<file path="config.mk">
export PLATFORM = sky130hd
export DESIGN_NAME = neuron_feed_loader
export DESIGN_NICKNAME = d
export VERILOG_FILES = /design/src/rtl/neuron_feed_loader_pkg.sv /design/src/rtl/neuron_feed_loader.sv
export SDC_FILE = /design/constraint.sdc
export NUM_CORES = 1
export LEC_CHECK = 0
export CORE_UTILIZATION = 50
export DETAILED_ROUTE_END_ITERATION = 10
export MAX_ROUTING_LAYER = met4
export PLACE_DENSITY = 0.85
export SYNTH_ARGS = -nofsm -noshare
export SYNTH_HDL_FRONTEND = slang
export SYNTH_SLANG_ARGS = --single-unit
</file>
<file path="constraint.sdc">
create_clock -name clk -period 7.2 [get_ports clk]
set_clock_uncertainty 0.05 [all_clocks]
set_input_delay 1.44 -clock clk [delete_from_list [all_inputs] [get_ports clk]]
set_output_delay 1.44 -clock clk [all_outputs]
set_load 0.02 [all_outputs]
</file>
<file path="src/rtl/neuron_feed_loader_pkg.sv">
// Value types shared between the feed loader and the single-neuron evaluator.
package neuron_feed_loader_pkg;

  // Unsigned fraction in [0,1): neuron input value.
  typedef logic [7:0] zero2one_t;
  localparam zero2one_t zero2one_min = 8'h00;

  // Signed fraction: synaptic weight.
  typedef logic signed [15:0] frac_t;

endpackage

</file>
<file path="src/rtl/neuron_feed_loader.sv">
// Ping-pong loader: assembles a serial (input, weight) stream into N-wide
// vectors and holds each completed vector on the neuron's parallel ports.
module neuron_feed_loader
  import neuron_feed_loader_pkg::*;
#(
  parameter int unsigned N  = 16,
  parameter int unsigned CW = $clog2(N + 1)
) (
  input  logic                 clk,
  input  logic                 rst_n,
  input  logic                 in_valid,
  output logic                 in_ready,
  input  zero2one_t            in_data,
  input  frac_t                in_weight,
  input  logic                 in_last,
  output logic                 vec_valid,
  input  logic                 vec_ready,
  output zero2one_t [N-1:0]    vec_in,
  output frac_t     [N-1:0]    vec_weights,
  output logic      [CW-1:0]   vec_count
);

  localparam int unsigned IW = $clog2(N);

  typedef enum logic {
    EMPTY = 1'b0,
    FULL  = 1'b1
  } bank_state_e;

  zero2one_t   data_q   [2][N];
  frac_t       weight_q [2][N];
  logic [CW-1:0] count_q [2];
  bank_state_e state_q  [2];
  logic        fill_ptr;
  logic        pres_ptr;
  logic [CW-1:0] wr_idx;

  logic accept;
  logic close;
  logic release_vec;

  // Handshake decode: everything here depends on registered bank state only.
  always_comb begin
    in_ready    = (state_q[fill_ptr] == EMPTY);
    vec_valid   = (state_q[pres_ptr] == FULL);
    accept      = in_valid && in_ready;
    close       = accept && (in_last || (wr_idx == CW'(N - 1)));
    release_vec = vec_valid && vec_ready;
  end

  // Slot storage: contents are qualified by count, so no reset is needed.
  always_ff @(posedge clk) begin
    if (accept) begin
      data_q[fill_ptr][wr_idx[IW-1:0]]   <= in_data;
      weight_q[fill_ptr][wr_idx[IW-1:0]] <= in_weight;
    end
  end

  // Bank bookkeeping. Close and release always target different banks.
  always_ff @(posedge clk or negedge rst_n) begin
    if (!rst_n) begin
      state_q[0] <= EMPTY;
      state_q[1] <= EMPTY;
      count_q[0] <= '0;
      count_q[1] <= '0;
      fill_ptr   <= 1'b0;
      pres_ptr   <= 1'b0;
      wr_idx     <= '0;
    end else begin
      if (accept) begin
        if (close) begin
          count_q[fill_ptr] <= wr_idx + CW'(1);
          state_q[fill_ptr] <= FULL;
          fill_ptr          <= ~fill_ptr;
          wr_idx            <= '0;
        end else begin
          wr_idx <= wr_idx + CW'(1);
        end
      end
      if (release_vec) begin
        state_q[pres_ptr] <= EMPTY;
        pres_ptr          <= ~pres_ptr;
      end
    end
  end

  // Presentation: unused slots read as neutral values so they add nothing.
  always_comb begin
    vec_count = vec_valid ? count_q[pres_ptr] : '0;
    for (int i = 0; i < int'(N); i++) begin
      vec_in[i]      = zero2one_min;
      vec_weights[i] = '0;
      if (vec_valid && (CW'(i) < count_q[pres_ptr])) begin
        vec_in[i]      = data_q[pres_ptr][i];
        vec_weights[i] = weight_q[pres_ptr][i];
      end
    end
  end

endmodule

</file>
Word level (Yosys, flattened, before mapping)
Memories as Yosys holds them, arrays and structs flattened. Index checks and enable logic that the tools add are counted.

Bits in registers: 19. Bits in latches: 0. RAM bits: 768. Bits in read-only memories: 0. Output and inout bits: 391. Word-level logic and storage cells: 126. Memories kept: 2.

Memory list: weight_q (words 2, bits a word 256, read ports 1, clocked after memory_dff 0, wr ports 1, line neuron_feed_loader.sv:31) `frac_t weight_q [2][N];`; data_q (words 2, bits a word 128, read ports 1, clocked after memory_dff 0, wr ports 1, line neuron_feed_loader.sv:30) `zero2one_t data_q [2][N];`.

Add/sub/neg operators: 1. Multipliers: 0. Divide/modulo/power cells: 0. $lt $le $gt $ge: 22. Equality and inequality tests: 1. Shift-type cells: 0. Multiplexer cells: 60. Bitwise operators: 9. Reduce and logical (&&, ||, !) cells: 24.

Operators with widths (count): $mux W16 (17); $mux W256 (1); $mux W8 (17); $mux W128 (1); $demux W16 S4 (1); $lt A4 B5 Y1 const A (8); $demux W8 S4 (1); $mux W5 (6); $logic_and A1 B1 Y1 (22); $lt A3 B5 Y1 const A (4); $bwmux W10 (1); $lt A1 B5 Y1 const A (2); $lt A2 B5 Y1 const A (2); $mux W1 (9); $mux W2 (3); $add A5 B1 Y5 const B (1); $demux W5 S1 (1); $eq A5 B4 Y1 const B (1); $ge A5 B5 Y1 const B (1); $lt A5 B1 Y1 const B (1); $not A4 Y5 (1); $ge A2 B2 Y1 const B (2); $lt A2 B1 Y1 const B (2); $not A1 Y2 (2); 7 further kinds (10).

Longest topological paths before layout
Gate-level depths: netlist of the first run.

Depth after elaboration: 11. Mapped depth: 8. Depth with buffers taken out: 7.

Worst setup path before layout of the first run
OpenSTA, ideal clock, no wires.

Kind: reg-to-output. Start point: register pres_ptr. End point: output port vec_in[32] (netlist bit). Arrival: 1988 ps. Required time: 5710 ps. Slack: 3722 ps. Cell stages (with the launch flop): 6. Buffers on the path: 2. Cells stage by stage: dfrtp_1 > buf_2 > o21ai_0 > o32ai_2 > buf_2 > nor2_1.

RTL lines: start: declaration (line neuron_feed_loader.sv:35) `logic pres_ptr;`; start signal: assignment (line neuron_feed_loader.sv:82) `pres_ptr <= ~pres_ptr;`; end: declaration (line neuron_feed_loader.sv:18) `output zero2one_t [N-1:0] vec_in,`.

==> results of run 1 <==
kinds of logic (layout without fill, tap and decap cells):
logic type / count (synthesis) / after routing / share of synthesized area, %
flops: 787 / 787 / 77.9
simple gates: 486 / 486 / 6.37
mux: 391 / 391 / 13.0
buf+inv: 92 / 594 / 1.48
compound gates: 39 / 39 / 1.04
fa+ha+maj: 5 / 5 / 0.207
xor+xnor: 2 / 2 / 0.0580
other cells: 0 / 3 / 0
Yosys cell counts (2+ instances only):
cell type / n
o21ai_1: 2
mux2_2: 2
and2_1: 2
nor3_2: 3
o32ai_2: 3
o22ai_2: 2
dfrtp_1: 19
nor2_1: 431
nand3b_1: 6
a211oi_2: 4
mux2i_1: 387
edfxtp_1: 768
nand3_1: 7
mux2i_2: 2
inv_1: 6
nor3b_1: 3
a21oi_1: 6
buf_4: 2
buf_2: 75
ha_1: 5
nand2_1: 22
nor3_1: 3
clkbuf_1: 7
o21ai_0: 12
inv_2: 2
worst min-delay path by stage:
| stage | from | end | slack [ps] | cells after the start |
|---|---|---|---|---|
| 2_1_floorplan | count_q[4] | count_q[4] | 440 | 2 |
| 3_3_place_gp | count_q[3] | count_q[3] | 470 | 2 |
| 3_5_place_dp | count_q[3] | count_q[3] | 480 | 2 |
| 4_1_cts | count_q[3] | count_q[3] | 500 | 2 |
| 5_1_grt | count_q[0] | count_q[0] | 550 | 2 |
| 6_report | count_q[3] | count_q[3] | 490 | 2 |
routing by layer:
layer	global-route usage, %	part of all wire, %	vias up
li1	-	-	7578
met1	32.1	39	8678
met2	40.0	49	901
met3	4.57	8.1	156
met4	11.4	3.7	0
met5	-	0	-
critical path, cell delays in order (launching register included):
cell,delay [ps]
dfrtp_4,920
o21a_2,630
inv_2,400
o22ai_2,1090
nor2_1,230
clkdlybuf4s50_1,620
sequential cells by signal, indices dropped and copies added, names as in the netlist:
register  count
weight_q    512
pres_ptr      1
wr_idx        5
fill_ptr      1
count_q      10
data_q      256
state_q       2
power groups by stage:
stage | clock [mW] | combinational (mW) | sequential [mW]
4_1_cts | 4.04 | 5.88 | 5.44
5_1_grt | 4.22 | 6.16 | 5.46
6_report | 3.99 | 5.86 | 5.45
3_3_place_gp | 0 | 5.77 | 5.52
2_1_floorplan | 0 | 3.42 | 5.42
3_5_place_dp | 0 | 5.85 | 5.54
cell type report:
class	count	area (sq um)
repair buffers	450	4320
flip-flops and latches	787	23500
diodes	3	7.51
clock buffers	96	2070
clock inverters	40	433
inverters	8	30.0
well taps	773	967
multi-input cells	923	6370
fillers	3981	21600
per-stage QoR:
stage / hold slack, ps / area (sq um) / utilization, % / total power [mW] / setup slack [ps]
global route: 553 / 37700 / 63.6 / 15.8 / 933
finish: 491 / 37700 / 63.6 / 15.3 / 1170
detailed placement: 484 / 35200 / 59.4 / 11.4 / 1790
floorplan: 443 / 30200 / - / 8.85 / 3720
global placement: 468 / 35200 / 59.4 / 11.3 / 1860
CTS: 499 / 37700 / 63.6 / 15.4 / 1090
==> impl_metrics.env, run 1 <==
export IMPL_status="completed"
export IMPL_leakage_nw=13.7
export IMPL_portBuffers=419
export IMPL_cts_sinks=787
export IMPL_p_switching_mw=5.29
export IMPL_clk_pin_slew_ps=60
export IMPL_synth_flop_cell="edfxtp_1"
export IMPL_powerDensity_nw_per_um2=405
export IMPL_cp_startpoint="pres_ptr"
export IMPL_wl_mm=76.6
export IMPL_drv_cap=0
export IMPL_crit_end="vec_in[95]"
export IMPL_clock_root_buffer="clkbuf_16"
export IMPL_reg2reg_depth=4
export IMPL_grt_pass1_vias=17012
export IMPL_synth_edf_count=768
export IMPL_grtUsageTotal_pct=25.4
export IMPL_synth_seq_area_share_pct=77.9
export IMPL_areaGrowthSynthToFinish_pct=24.8
export IMPL_grt_pass1_wl_mm=107
export IMPL_drc=0
export IMPL_numCtsBuffers=77
export IMPL_dpl_cell_count=2941
export IMPL_cts_hold_buf=0
export IMPL_synth_top_area_cell="edfxtp_1"
export IMPL_power_frac_seq_pct=35.6
export IMPL_cts_tree="done"
export IMPL_synth_fp_nets=1836
export IMPL_p_sw_share_pct=34.6
export IMPL_final_common_cell="edfxtp_1"
export IMPL_cts_setup_buffers=0
export IMPL_htreeDepth=3
export IMPL_fmax_mhz=166
export IMPL_via_per_inst=5.62
export IMPL_synth_warnings=0
export IMPL_fin_crit_ps=6030
export IMPL_place_congestion=0.870
export IMPL_fp_dieArea_sq_um=61400
export IMPL_fin_crit_sh_pct=83.8
export IMPL_synth_area_top_cells="edfxtp_1, mux2i_1, nor2_1"
export IMPL_final_nets=2281
export IMPL_cts_max_path_buffers=3
export IMPL_rows=89
export IMPL_crit_type="reg2out"
export IMPL_layout_drive_gt1_share_pct=9.72
export IMPL_ant_nets=0
export IMPL_hp_class="reg2reg"
export IMPL_relSlewSlack_pct=13.3
export IMPL_grt_overflow_total=0
export IMPL_coreArea_sq_um=59400
export IMPL_setup_viol=0
export IMPL_slew_viol_final=0
export IMPL_cp_end_kind="output port"
export IMPL_ios=420
export IMPL_ys_seq_elements=787
export IMPL_antenna_found_initial=2
export IMPL_timing_rr_end="weight_q[0][239]"
export IMPL_rsz0062_at_grt="false"
export IMPL_wl_per_cell_um=24.9
export IMPL_finalSetupTns_ps=0
export IMPL_clock_latency_ps=620
export IMPL_stdcell_count=3080
export IMPL_post_synth_top_area_fraction_pct=76.3
export IMPL_hold_viol_final=0
export IMPL_syn_cell_area_sq_um=30200
export IMPL_first_pass_iters=5
export IMPL_syn_inst=1802
export IMPL_cp_max_fo=54
export IMPL_crit_arrival_ps=4540
export IMPL_crit_path_start_kind="register"
export IMPL_async_flop_share_pct=2.41
export IMPL_num_vias=17313
export IMPL_chipHeight_um=248
export IMPL_drtIter0Drc=1447
export IMPL_start_util_pct=50.9
export IMPL_rr_startpoint="fill_ptr"
export IMPL_final_cell_mix="edfxtp_1, nor2_1, clkdlybuf4s50_1, mux2i_1, clkbuf_16"
export IMPL_dpl_hpwl_mm=45.2
export IMPL_power_share_clock_pct=26.1
export IMPL_p_int_mw=10.0
export IMPL_cts_resized=0
export IMPL_tightest_slew_ps=1300
export IMPL_grt_max_degree=133
export IMPL_fp_dieW_um=248
export IMPL_crit_required_ps=5710
export IMPL_pwr_share_comb_pct=38.3
export IMPL_ys_types=46
export IMPL_ir_worst_vdd_mv=0.299
export IMPL_rrSetupSlack_ps=3790
export IMPL_syn_area_per_cell_sq_um=16.8
Power figures use the tool's default switching activity.
==> run 2: changes to the inputs <==
clock period = 5.9 ns   (was 7.2 ns; I/O delays follow)
==> impl_metrics.env, run 2 (synthesis results as in run 1) <==
export IMPL_status="finished with violations"
export IMPL_violations="slew limit"
export IMPL_cp_max_fo=48
export IMPL_crit_arrival_ps=4330
export IMPL_start_util_pct=50.9
export IMPL_drv_cap=0
export IMPL_wl_mm=77.1
export IMPL_placed_cell_area_sq_um=35300
export IMPL_crit_end="vec_in[20]"
export IMPL_hold_viol_final=0
export IMPL_num_vias=17339
export IMPL_design_area_sq_um=37700
export IMPL_rrSetupSlack_ps=2520
export IMPL_fp_dieArea_sq_um=61400
export IMPL_layout_drive_gt1_share_pct=10.2
export IMPL_p_int_mw=12.1
export IMPL_grt_pass1_vias=17048
export IMPL_fin_crit_ps=5560
export IMPL_drtIter0Drc=1660
export IMPL_hp_class="reg2reg"
export IMPL_cts_hold_buf=0
export IMPL_rsz0062_at_grt="false"
export IMPL_cts_sinks=787
export IMPL_rows=89
export IMPL_chipHeight_um=248
export IMPL_clk_pin_slew_ps=60
export IMPL_cp_startpoint="pres_ptr"
export IMPL_portBuffers=419
export IMPL_crit_path_start_kind="register"
export IMPL_setup_viol=0
export IMPL_largest_reg_flops=512
export IMPL_reg2reg_depth=4
export IMPL_grt_max_degree=159
export IMPL_ir_worst_vdd_mv=0.375
export IMPL_htreeDepth=3
export IMPL_antenna_found_initial=2
export IMPL_slew_viol_final=13
export IMPL_cts_resized=0
export IMPL_numCtsBuffers=76
export IMPL_p_switching_mw=6.50
export IMPL_fin_crit_sh_pct=94.2
export IMPL_grt_pass1_wl_mm=109
export IMPL_grt_overflow_total=0
export IMPL_crit_type="reg2out"
export IMPL_grtUsageTotal_pct=25.6
export IMPL_cts_tree="done"
export IMPL_clock_root_buffer="clkbuf_16"
export IMPL_tightest_slew_ps=1510
export IMPL_timing_rr_end="data_q[0][86]"
export IMPL_coreArea_sq_um=59400
export IMPL_ios=420
export IMPL_power_mw=18.6
export IMPL_cts_max_path_buffers=3
export IMPL_ant_nets=0
export IMPL_powerDensity_nw_per_um2=494
export IMPL_power_frac_seq_pct=35.6
export IMPL_crit_required_ps=4670
export IMPL_drc=0
export IMPL_fmax_mhz=180
export IMPL_leakage_nw=13.7
export IMPL_finalSetupTns_ps=0
export IMPL_final_common_cell="edfxtp_1"
export IMPL_first_pass_iters=5
export IMPL_via_per_inst=5.61
export IMPL_final_cell_mix="edfxtp_1, nor2_1, clkdlybuf4s50_1, mux2i_1, clkbuf_16"
export IMPL_fp_dieW_um=248
export IMPL_cp_end_kind="output port"
export IMPL_relSlewSlack_pct=-0.499
export IMPL_place_congestion=0.859
export IMPL_power_share_clock_pct=25.7
export IMPL_final_nets=2287
export IMPL_dpl_hpwl_mm=45.2
export IMPL_p_sw_share_pct=34.8
export IMPL_rr_startpoint="fill_ptr"
export IMPL_areaGrowthSynthToFinish_pct=24.8
export IMPL_cts_setup_buffers=0
export IMPL_clock_latency_ps=610
export IMPL_wl_per_cell_um=25.0
export IMPL_pwr_share_comb_pct=38.7
==> run 2: routing by layer <==
layer,global-route usage [%],up-vias,part of all wire (%)
met5,-,-,0
met1,32.7,8697,39
met2,41.2,915,50
met4,8.97,0,2.7
li1,-,7602,-
met3,4.64,125,8.0
==> run 2: final cells by class <==
type                            instances  area [sq um]
Clock inverter                         51           500
Tap cell                              773           967
Clock buffer                           87          1940
Antenna cell                            5          12.5
Multi-Input combinational cell        923          6370
Sequential cell                       787         23500
Timing Repair Buffer                  457          4370
Fill cell                            3962         21600
Inverter                                8          30.0
==> run 2: worst min-delay path by stage <==
stage,start,endpoint,slack [ps],depth (start not counted)
4_1_cts,count_q[3],count_q[3],510,2
6_report,wr_idx[4],wr_idx[4],510,2
3_5_place_dp,wr_idx[4],wr_idx[4],500,2
2_1_floorplan,count_q[4],count_q[4],440,2
5_1_grt,wr_idx[4],wr_idx[4],560,2
3_3_place_gp,count_q[4],count_q[4],480,2
==> run 2: power by group through the flow <==
stage,registers [mW],clock network [mW],logic (mW)
finish,6.63,4.80,7.22
global route,6.65,5.07,7.59
CTS,6.63,4.85,7.23
detailed placement,6.74,0,7.18
global placement,6.72,0,7.10
floorplan,6.62,0,4.18
==> run 2: critical path, cell delays in order, from the launching register on <==
cell and delay, ps:
dfrtp_4 870, o21a_2 650, inv_2 380, a211oi_4 970
nor2_1 200, clkdlybuf4s50_1 620
==> run 2: metrics by stage <==
step | std cells | utilization, % | hold slack (ps) | setup WS [ps]
detailed placement | 2948 | 59.4 | 496 | 999
global placement | 2948 | 59.4 | 480 | 1120
CTS | 3086 | 63.6 | 511 | 327
finish | 3091 | 63.6 | 506 | 340
global route | 3087 | 63.6 | 561 | 99.1
floorplan | 1802 | - | 443 | 2680
